--- config.mk ---
export PLATFORM = sky130hd
export DESIGN_NAME = hazard_ctrl_flat
export DESIGN_NICKNAME = d
export VERILOG_FILES = /design/src/rtl/hazard_ctrl_if.sv /design/src/rtl/hazard_ctrl.sv /design/src/flat_wrapper.sv
export SDC_FILE = /design/constraint.sdc
export NUM_CORES = 1
export LEC_CHECK = 0
export BUFFER_PORTS_ARGS = -buffer_cell sky130_fd_sc_hd__buf_2
export CORE_UTILIZATION = 58
export DETAILED_ROUTE_END_ITERATION = 6
export PLACE_DENSITY = 0.95
export RECOVER_POWER = 25
export SLEW_MARGIN = 15
export SYNTH_ARGS = -nofsm -noshare
export SYNTH_HDL_FRONTEND = slang
export SYNTH_SLANG_ARGS = --single-unit
--- constraint.sdc ---
create_clock -name clk -period 3.3 [get_ports clk]
set_input_delay 0.66 -clock clk [delete_from_list [all_inputs] [get_ports clk]]
set_output_delay 0.66 -clock clk [all_outputs]
set_load 0.01 [all_outputs]
--- src/rtl/hazard_ctrl_if.sv ---
// Interface bundling the ID-stage hazard inputs and the pipeline control /
// operand-forwarding outputs of the hazard controller.
interface hazard_ctrl_if #(
    parameter int REG_AW = 5
);
    logic              id_valid;
    logic [REG_AW-1:0] id_rs1;
    logic [REG_AW-1:0] id_rs2;
    logic              id_rs1_used;
    logic              id_rs2_used;
    logic [REG_AW-1:0] id_rd;
    logic              id_wb_en;
    logic              id_is_load;
    logic              id_is_mul;
    logic              ex_branch_taken;
    logic              pc_en;
    logic              ifid_en;
    logic              ifid_flush;
    logic              idex_en;
    logic              idex_flush;
    logic              exmem_bubble;
    logic [1:0]        fwd_a_sel;
    logic [1:0]        fwd_b_sel;
    logic              ex_busy;

    // Controller side: consumes ID info, produces enables/flushes/forward selects.
    modport slave (
        input  id_valid, id_rs1, id_rs2, id_rs1_used, id_rs2_used,
               id_rd, id_wb_en, id_is_load, id_is_mul, ex_branch_taken,
        output pc_en, ifid_en, ifid_flush, idex_en, idex_flush,
               exmem_bubble, fwd_a_sel, fwd_b_sel, ex_busy
    );

    // Pipeline side: supplies ID info, obeys the control outputs.
    modport master (
        output id_valid, id_rs1, id_rs2, id_rs1_used, id_rs2_used,
               id_rd, id_wb_en, id_is_load, id_is_mul, ex_branch_taken,
        input  pc_en, ifid_en, ifid_flush, idex_en, idex_flush,
               exmem_bubble, fwd_a_sel, fwd_b_sel, ex_busy
    );
endinterface

--- src/rtl/hazard_ctrl.sv ---
// Pipeline sequencing controller for the 5-stage RV32I core. Tracks shadow
// tags of the EX, MEM and WB instructions, resolves load-use, multicycle MUL
// and taken-branch hazards, and selects the EX operand forwarding sources.
module hazard_ctrl #(
    parameter int REG_AW  = 5,
    parameter int MUL_LAT = 4
) (
    input  logic          clk,
    input  logic          rst,
    hazard_ctrl_if.slave  hif
);
    localparam int            CW       = (MUL_LAT > 1) ? $clog2(MUL_LAT) : 1;
    localparam logic [CW-1:0] CNT_ZERO = CW'(0);
    localparam logic [CW-1:0] CNT_ONE  = CW'(1);
    localparam logic [CW-1:0] CNT_LOAD = CW'(MUL_LAT - 1);
    localparam logic [REG_AW-1:0] REG_X0 = {REG_AW{1'b0}};

    // Producer tag writes register r (x0 never counts as a producer).
    function automatic logic tag_match(input logic v, input logic wb,
                                       input logic [REG_AW-1:0] rd,
                                       input logic [REG_AW-1:0] r);
        return v & wb & (rd != REG_X0) & (rd == r);
    endfunction

    // EX tag
    logic              ex_valid_r, ex_wb_en_r, ex_is_load_r;
    logic [REG_AW-1:0] ex_rd_r, ex_rs1_r, ex_rs2_r;
    logic              ex_rs1_used_r, ex_rs2_used_r;
    // MEM tag
    logic              mem_valid_r, mem_wb_en_r, mem_is_load_r;
    logic [REG_AW-1:0] mem_rd_r;
    // WB tag (load-ness no longer matters once data is in WB)
    logic              wb_valid_r, wb_wb_en_r;
    logic [REG_AW-1:0] wb_rd_r;
    // Remaining extra EX cycles of the current MUL
    logic [CW-1:0]     mul_cnt_r;

    logic ex_busy_s, brk_s, load_use_s, mul_enter_s;
    logic pc_en_s, ifid_en_s, ifid_flush_s, idex_en_s, idex_flush_s, exmem_bubble_s;
    logic [1:0] fwd_a_s, fwd_b_s;

    assign ex_busy_s  = (mul_cnt_r != CNT_ZERO);
    assign brk_s      = hif.ex_branch_taken & ex_valid_r & ~ex_busy_s;
    assign load_use_s = hif.id_valid & ex_is_load_r &
                        ((hif.id_rs1_used & tag_match(ex_valid_r, ex_wb_en_r, ex_rd_r, hif.id_rs1)) |
                         (hif.id_rs2_used & tag_match(ex_valid_r, ex_wb_en_r, ex_rd_r, hif.id_rs2)));
    // A MUL starts its count only when it actually enters EX from ID.
    assign mul_enter_s = ~ex_busy_s & ~idex_flush_s & hif.id_valid & hif.id_is_mul;

    // Prioritised stall/flush decision: busy MUL, then taken branch, then load-use.
    always_comb begin
        pc_en_s        = 1'b1;
        ifid_en_s      = 1'b1;
        ifid_flush_s   = 1'b0;
        idex_en_s      = 1'b1;
        idex_flush_s   = 1'b0;
        exmem_bubble_s = 1'b0;
        if (ex_busy_s) begin
            pc_en_s        = 1'b0;
            ifid_en_s      = 1'b0;
            idex_en_s      = 1'b0;
            exmem_bubble_s = 1'b1;
        end else if (brk_s) begin
            ifid_flush_s = 1'b1;
            idex_flush_s = 1'b1;
        end else if (load_use_s) begin
            pc_en_s      = 1'b0;
            ifid_en_s    = 1'b0;
            idex_flush_s = 1'b1;
        end else begin
            pc_en_s = 1'b1;
        end
    end

    // EX rs1 source: MEM result beats WB result; a load in MEM is never a source.
    always_comb begin
        fwd_a_s = 2'b00;
        if (ex_rs1_used_r & tag_match(mem_valid_r, mem_wb_en_r, mem_rd_r, ex_rs1_r)) begin
            fwd_a_s = mem_is_load_r ? 2'b00 : 2'b01;
        end else if (ex_rs1_used_r & tag_match(wb_valid_r, wb_wb_en_r, wb_rd_r, ex_rs1_r)) begin
            fwd_a_s = 2'b10;
        end else begin
            fwd_a_s = 2'b00;
        end
    end

    // EX rs2 source, same rules as rs1.
    always_comb begin
        fwd_b_s = 2'b00;
        if (ex_rs2_used_r & tag_match(mem_valid_r, mem_wb_en_r, mem_rd_r, ex_rs2_r)) begin
            fwd_b_s = mem_is_load_r ? 2'b00 : 2'b01;
        end else if (ex_rs2_used_r & tag_match(wb_valid_r, wb_wb_en_r, wb_rd_r, ex_rs2_r)) begin
            fwd_b_s = 2'b10;
        end else begin
            fwd_b_s = 2'b00;
        end
    end

    // Advance the shadow tags: WB<-MEM, MEM<-EX or bubble, EX<-ID, bubble or hold.
    always_ff @(posedge clk or negedge rst) begin
        if (!rst) begin
            ex_valid_r    <= 1'b0;
            ex_wb_en_r    <= 1'b0;
            ex_is_load_r  <= 1'b0;
            ex_rd_r       <= REG_X0;
            ex_rs1_r      <= REG_X0;
            ex_rs2_r      <= REG_X0;
            ex_rs1_used_r <= 1'b0;
            ex_rs2_used_r <= 1'b0;
            mem_valid_r   <= 1'b0;
            mem_wb_en_r   <= 1'b0;
            mem_is_load_r <= 1'b0;
            mem_rd_r      <= REG_X0;
            wb_valid_r    <= 1'b0;
            wb_wb_en_r    <= 1'b0;
            wb_rd_r       <= REG_X0;
        end else begin
            wb_valid_r <= mem_valid_r;
            wb_wb_en_r <= mem_wb_en_r;
            wb_rd_r    <= mem_rd_r;
            if (exmem_bubble_s) begin
                mem_valid_r   <= 1'b0;
                mem_wb_en_r   <= 1'b0;
                mem_is_load_r <= 1'b0;
                mem_rd_r      <= REG_X0;
            end else begin
                mem_valid_r   <= ex_valid_r;
                mem_wb_en_r   <= ex_wb_en_r;
                mem_is_load_r <= ex_is_load_r;
                mem_rd_r      <= ex_rd_r;
            end
            if (ex_busy_s) begin
                ex_valid_r <= ex_valid_r;
            end else if (idex_flush_s | ~hif.id_valid) begin
                ex_valid_r    <= 1'b0;
                ex_wb_en_r    <= 1'b0;
                ex_is_load_r  <= 1'b0;
                ex_rd_r       <= REG_X0;
                ex_rs1_r      <= REG_X0;
                ex_rs2_r      <= REG_X0;
                ex_rs1_used_r <= 1'b0;
                ex_rs2_used_r <= 1'b0;
            end else begin
                ex_valid_r    <= 1'b1;
                ex_wb_en_r    <= hif.id_wb_en;
                ex_is_load_r  <= hif.id_is_load;
                ex_rd_r       <= hif.id_rd;
                ex_rs1_r      <= hif.id_rs1;
                ex_rs2_r      <= hif.id_rs2;
                ex_rs1_used_r <= hif.id_rs1_used;
                ex_rs2_used_r <= hif.id_rs2_used;
            end
        end
    end

    // MUL occupancy counter: loaded on MUL entry, counts down to release EX.
    always_ff @(posedge clk or negedge rst) begin
        if (!rst) begin
            mul_cnt_r <= CNT_ZERO;
        end else if (mul_enter_s) begin
            mul_cnt_r <= CNT_LOAD;
        end else if (ex_busy_s) begin
            mul_cnt_r <= mul_cnt_r - CNT_ONE;
        end else begin
            mul_cnt_r <= CNT_ZERO;
        end
    end

    assign hif.pc_en        = pc_en_s;
    assign hif.ifid_en      = ifid_en_s;
    assign hif.ifid_flush   = ifid_flush_s;
    assign hif.idex_en      = idex_en_s;
    assign hif.idex_flush   = idex_flush_s;
    assign hif.exmem_bubble = exmem_bubble_s;
    assign hif.fwd_a_sel    = fwd_a_s;
    assign hif.fwd_b_sel    = fwd_b_s;
    assign hif.ex_busy      = ex_busy_s;
endmodule

--- src/flat_wrapper.sv ---
// flat-port wrapper written by rule: the top's interface ports become plain ports
module hazard_ctrl_flat 
#(
    parameter int REG_AW  = 5,
    parameter int MUL_LAT = 4
)
  (clk, rst, hif_id_valid, hif_id_rs1, hif_id_rs2, hif_id_rs1_used, hif_id_rs2_used, hif_id_rd, hif_id_wb_en, hif_id_is_load, hif_id_is_mul, hif_ex_branch_taken, hif_pc_en, hif_ifid_en, hif_ifid_flush, hif_idex_en, hif_idex_flush, hif_exmem_bubble, hif_fwd_a_sel, hif_fwd_b_sel, hif_ex_busy);
  hazard_ctrl_if #(.REG_AW(REG_AW)) hif_i ();
  input  logic clk;
  input  logic rst;
  input wire logic [$bits(hif_i.id_valid)-1:0] hif_id_valid;
  input wire logic [$bits(hif_i.id_rs1)-1:0] hif_id_rs1;
  input wire logic [$bits(hif_i.id_rs2)-1:0] hif_id_rs2;
  input wire logic [$bits(hif_i.id_rs1_used)-1:0] hif_id_rs1_used;
  input wire logic [$bits(hif_i.id_rs2_used)-1:0] hif_id_rs2_used;
  input wire logic [$bits(hif_i.id_rd)-1:0] hif_id_rd;
  input wire logic [$bits(hif_i.id_wb_en)-1:0] hif_id_wb_en;
  input wire logic [$bits(hif_i.id_is_load)-1:0] hif_id_is_load;
  input wire logic [$bits(hif_i.id_is_mul)-1:0] hif_id_is_mul;
  input wire logic [$bits(hif_i.ex_branch_taken)-1:0] hif_ex_branch_taken;
  output wire logic [$bits(hif_i.pc_en)-1:0] hif_pc_en;
  output wire logic [$bits(hif_i.ifid_en)-1:0] hif_ifid_en;
  output wire logic [$bits(hif_i.ifid_flush)-1:0] hif_ifid_flush;
  output wire logic [$bits(hif_i.idex_en)-1:0] hif_idex_en;
  output wire logic [$bits(hif_i.idex_flush)-1:0] hif_idex_flush;
  output wire logic [$bits(hif_i.exmem_bubble)-1:0] hif_exmem_bubble;
  output wire logic [$bits(hif_i.fwd_a_sel)-1:0] hif_fwd_a_sel;
  output wire logic [$bits(hif_i.fwd_b_sel)-1:0] hif_fwd_b_sel;
  output wire logic [$bits(hif_i.ex_busy)-1:0] hif_ex_busy;
  assign hif_i.id_valid = hif_id_valid;
  assign hif_i.id_rs1 = hif_id_rs1;
  assign hif_i.id_rs2 = hif_id_rs2;
  assign hif_i.id_rs1_used = hif_id_rs1_used;
  assign hif_i.id_rs2_used = hif_id_rs2_used;
  assign hif_i.id_rd = hif_id_rd;
  assign hif_i.id_wb_en = hif_id_wb_en;
  assign hif_i.id_is_load = hif_id_is_load;
  assign hif_i.id_is_mul = hif_id_is_mul;
  assign hif_i.ex_branch_taken = hif_ex_branch_taken;
  assign hif_pc_en = hif_i.pc_en;
  assign hif_ifid_en = hif_i.ifid_en;
  assign hif_ifid_flush = hif_i.ifid_flush;
  assign hif_idex_en = hif_i.idex_en;
  assign hif_idex_flush = hif_i.idex_flush;
  assign hif_exmem_bubble = hif_i.exmem_bubble;
  assign hif_fwd_a_sel = hif_i.fwd_a_sel;
  assign hif_fwd_b_sel = hif_i.fwd_b_sel;
  assign hif_ex_busy = hif_i.ex_busy;
  hazard_ctrl #(.REG_AW(REG_AW), .MUL_LAT(MUL_LAT)) u_core (.clk(clk), .rst(rst), .hif(hif_i));
endmodule
Word level (Yosys, flattened, before mapping)
Cells that the tools add are included.
W data, S select, Z words.
{"block": "totals", "latchBits": 0, "romBits": 0, "out_inout_bits": 11, "elab_cells": 86, "n_memories": 0, "in_bits": 24, "reg_bits": 37, "ram_bits": 0}
{"block": "classes", "shifts": 0, "n_reduce_logical": 4, "eq_ne": 6, "bitwise": 30, "n_div": 0, "n_addsub": 1, "mux": 29, "n_lt_le_gt_ge": 0, "n_mul": 0}
{"cell": "$eq A5 B5 Y1", "n": 6}
{"cell": "$and A1 B1 Y1", "n": 25}
{"cell": "$mux W5", "n": 4}
{"cell": "$mux W1", "n": 19}
{"cell": "$reduce_bool A5 Y1", "n": 3}
{"cell": "$mux W2", "n": 6}
{"cell": "$not A1 Y1", "n": 3}
{"cell": "$or A1 B1 Y1", "n": 2}
{"cell": "$reduce_bool A2 Y1", "n": 1}
{"cell": "$sub A2 B1 Y2 const B", "n": 1}

Depth between registers and ports, before layout
{"block": "logic_depth", "depth_word": 14, "ltp_mapped": 6, "mapped_depth_nobuf": 5}

Least setup slack after synthesis
Ideal clock, no wire load.
{"block": "synth_path", "path_type": "input to output", "start": "input hif_id_rs1[2]", "end": "output hif_pc_en", "arrival_time_ns": 1.696, "path_slack_ns": 0.944, "path_buffers": 1, "t_required_ns": 2.640, "path_stages": 6, "cell_sequence": "xnor2_1 -> and2_2 -> a32oi_1 -> nor2_1 -> a21oi_1 -> buf_4"}
{"block": "synth_via", "elab_chain_cells": 8}
{"item": "start, declared", "line": "flat_wrapper.sv:12", "source": "input wire logic [$bits(hif_i.id_rs1)-1:0] hif_id_rs1;"}
{"item": "$eq A5 B5 Y1", "line": "hazard_ctrl.sv:22", "source": "return v & wb & (rd != REG_X0) & (rd == r);"}
{"item": "$and A1 B1 Y1", "line": "hazard_ctrl.sv:22"}
{"item": "$and A1 B1 Y1", "line": "hazard_ctrl.sv:45", "source": "((hif.id_rs1_used & tag_match(ex_valid_r, ex_wb_en_r, ex_rd_r, hif.id_rs1)) |"}
{"item": "$or A1 B1 Y1", "line": "hazard_ctrl.sv:45"}
{"item": "$and A1 B1 Y1", "line": "hazard_ctrl.sv:44", "source": "assign load_use_s = hif.id_valid & ex_is_load_r &"}
{"item": "$mux W1 (3 in series)"}
{"item": "end, declared", "line": "flat_wrapper.sv:21", "source": "output wire logic [$bits(hif_i.pc_en)-1:0] hif_pc_en;"}
No other way between the ends.

Worst setup path in the final report
{"block": "layout_path", "start": "register u_core.mem_rd_r[0]", "end": "output hif_fwd_b_sel[1]"}
{"block": "layout_via", "elab_chain_cells": 5, "word_cells_on_any_way": 6, "classes_between": "1 x eq/ne; 1 x mux; 3 x bitwise; 1 x reduce/logical"}
{"item": "start, declared", "line": "hazard_ctrl.sv:31", "source": "logic [REG_AW-1:0] mem_rd_r;"}
{"item": "start signal, assigned", "line": "hazard_ctrl.sv:130", "source": "mem_rd_r <= ex_rd_r;"}
{"item": "$reduce_bool A5 Y1", "line": "hazard_ctrl.sv:22"}
{"item": "$and A1 B1 Y1", "line": "hazard_ctrl.sv:22"}
{"item": "$and A1 B1 Y1 (*)", "line": "hazard_ctrl.sv:22"}
{"item": "$and A1 B1 Y1 (*)", "line": "hazard_ctrl.sv:90", "source": "if (ex_rs2_used_r & tag_match(mem_valid_r, mem_wb_en_r, mem_rd_r, ex_rs2_r)) begin"}
{"item": "$mux W2 (*)", "line": "hazard_ctrl.sv:90"}
{"item": "end, declared", "line": "flat_wrapper.sv:28", "source": "output wire logic [$bits(hif_i.fwd_b_sel)-1:0] hif_fwd_b_sel;"}
Every way passes the cells marked *; elsewhere a longest branch is shown, timed or not.

==> out/results.tsv <==
stage	metric	value	unit
placed_design	dp_hpwl	2507	um
run_status	violations	max-capacitance violations, max-slew violations	
global_route	grt_pass1_wl	5485	um
timing	slew_viol_final	38	
timing	setup_tns	0	ns
yosys	ys_ff_latch	37	
global_route	grt-ovfl-total	0	
global_route	antenna_found_initial	0	
timing	fin_crit	2.769	ns
min_path	hp-class	reg -> reg	
power_and_ir_drop	peakVddDrop	584.3	uV
yosys	synth.distinct_cells	28	
detailed_routing	wl_per_cell	16.43	um
clock_tree	holdBufCountCts	0	
setup_path	end_kind	output port	
power_and_ir_drop	powerDensity	804.4	nW/um^2
floorplan	die_h	56.27	um
clock_tree	cts.path.max_buffers	2	
timing	slew_headroom	-23.95	%
setup_path	required	2.64	ns
placed_design	dp.cells	198	
detailed_routing	drt_iter0_markers	42	
floorplan	start_util	61.40	%
min_path	whs_endpoint	u_core.wb_wb_en_r	
layout	syn_to_final_growth	11.72	%
min_path	hold_path_depth	0	
floorplan	design.die.area	3166	sq um
setup_path	r2r_slack	1.30	ns
placed_design	place_congestion	0.8617	
detailed_routing	via_count	1225	
detailed_routing	drc	0	
yosys	synth_enable_flop_cells	0	
setup_path	worst_r2r_endpoint	u_core.ex_rd_r[2]	
global_route	grt_max_degree	38	
timing	rsz0062_at_grt	false	
detailed_routing	ant_nets	0	
floorplan	ios	35	
timing	fin_crit_sh	83.92	%
yosys	async_flop_share	100.0	%
timing	worst_slew_pin_slew	1.859	ns
clock_tree	cts_setup_buffers	0	
layout	final_cell_mix	37 x dfrtp_1, 33 x buf_2, 20 x xor2_1	
timing	fin_ws	0.5307	ns
yosys	ys.flop_type	dfrtp_1	
layout	final_cells	206	
layout	finalInstanceArea	1908	sq um
timing	setup_viol_count_final	0	
clock_tree	clk_pin_slew	0.10	ns
timing	hold_violations	0	
yosys	syn_nets	165	
setup_path	crit_fanout	4	
global_route	grt_pass1_vias	1192	
layout	drive_above_1_share	25.71	%
clock_tree	cts_made_buffers	5	
clock_tree	worstSkewPairLatency	0.34	ns
clock_tree	clock_sinks	37	
setup_path	r2r-start	u_core.mul_cnt_r[1]	
yosys	synthCells	141	
placed_design	place_area	1861	sq um
yosys	syn_area_per_cell	12.11	sq um
floorplan	rows	19	
run_status	status	finished, violations left	
min_path	worstHoldStart	u_core.mem_wb_en_r	
setup_path	reg2reg_depth	4	
detailed_routing	wirelength	3384	um
placed_design	io_buffers	34	
layout	fillers	197	
timing	fmax	361.1	MHz
setup_path	arrival	2.11	ns
global_route	grt_use_total	23.40	%
yosys	synth-seq-area-share	54.21	%
run	drv_cap	1	
yosys	netlist_area	1708	sq um
layout	antennaDiodeCount	0	
layout	final_common_cell	dfrtp_1	
clock_tree	tritoncts	built	
setup_path	startpoint_type	register	
setup_path	setup.worst_path.class	reg -> out	
detailed_routing	via_per_inst	5.947	
placed_design	pre_cts_ws	0.7920	ns
timing	worst_clock_skew	0.004840	ns
power_and_ir_drop	leakage	0.9731	nW
floorplan	die_w	56.27	um
clock_tree	h-tree-depth	2	
clock_tree	cts.repair.resized	0	
clock_tree	root_buffer	clkbuf_4	
yosys	ys_warn_count	0	
layout	nets	198	
floorplan	coreArea	2781	sq um
detailed_routing	drtPass1Iterations	4	
## power breakdown
group | leakage, nW | internal [W] | total (W) | switching (W)
combinational | 0.457 | 0.000262 | 0.000540 | 0.000278
sequential | 0.490 | 0.000603 | 0.000776 | 0.000173
clock | 0.0265 | 0.0000848 | 0.000220 | 0.000135
total | 0.973 | 0.000950 | 0.00153 | 0.000585
## stage by stage
stage	utilization (%)	power, W	hold slack [ns]
2_1_floorplan	-	0.001179	0.3539
5_1_grt	68.60	0.001633	0.4018
3_3_place_gp	66.89	0.001279	0.3654
6_report	68.60	0.001535	0.3983
4_1_cts	68.65	0.001539	0.4011
3_5_place_dp	66.89	0.001319	0.3788
## state kept, by name, indices dropped and copies added, names as in the netlist
name and cells:
u_core.ex_is_load_r 1, u_core.ex_rs1_r 5, u_core.mem_is_load_r 1, u_core.ex_rs2_used_r 1, u_core.ex_valid_r 1, u_core.ex_rs2_r 5
u_core.mem_valid_r 1, u_core.ex_wb_en_r 1, u_core.mul_cnt_r 2, u_core.wb_valid_r 1, u_core.ex_rd_r 5, u_core.mem_rd_r 5
u_core.wb_rd_r 5, u_core.mem_wb_en_r 1, u_core.wb_wb_en_r 1, u_core.ex_rs1_used_r 1
## Yosys cell counts (2+ instances only)
master	number	area share [%]
a21o_1	2	0.88
buf_4	3	1.3
and2_1	7	2.6
o211ai_1	2	0.88
nand3_1	3	0.88
or4_1	3	1.3
and2_2	2	0.88
buf_6	2	1.3
clkbuf_1	3	0.66
a21oi_1	2	0.59
dfrtp_1	37	54
xnor2_1	10	5.1
nor2_1	3	0.66
nand2_1	3	0.66
xor2_1	20	10
nor3_1	4	1.2
inv_1	2	0.44
nor4_1	5	1.8
a22o_1	19	9.7
## area by class of cell
| type | instances | area (sq um) | share of cell area (%) |
|---|---|---|---|
| clock buffer | 8 | 48.80 | 2.557 |
| tap | 31 | 38.79 | 2.033 |
| sequential | 37 | 925.9 | 48.52 |
| multi-input combinational | 94 | 718.2 | 37.64 |
| inverter | 2 | 7.507 | 0.3934 |
| timing repair buffer | 34 | 168.9 | 8.852 |
## critical path, stage by stage, from the launching register on
cell	delay, ns
dfrtp_1	0.44
or4_1	0.55
o211ai_1	0.33
nor3_1	0.11
nor3_1	0.19
buf_2	0.16
## worst max path at each step
stage,cells past startpoint,endpoint,startpoint,slack (ns)
after global placement,7,hif_ifid_en,hif_id_rs2[3],0.86
final,5,hif_fwd_b_sel[1],u_core.mem_rd_r[0],0.53
after floorplan,6,hif_pc_en,hif_id_rs1[2],0.94
after detailed placement,7,hif_idex_flush,hif_id_rs2[3],0.79
after global routing,5,hif_fwd_b_sel[1],u_core.mem_rd_r[0],0.44
after CTS,5,hif_fwd_b_sel[1],u_core.mem_rd_r[0],0.54
## layer usage
layer  part of all wire (%)  global-route usage (%)
met1                     42                   28.84
met2                     52                   39.12
met3                    5.1                   7.373
met4                    1.1                   8.014
met5                      0                       0
## logic make-up after synthesis
logic type / count (synthesis) / synth area share [%]
compound gates: 30 / 14.65
xor+xnor: 30 / 15.38
buf+inv: 10 / 3.736
flops: 37 / 54.21
simple gates: 34 / 12.01
(Power assumes the default switching activity.)
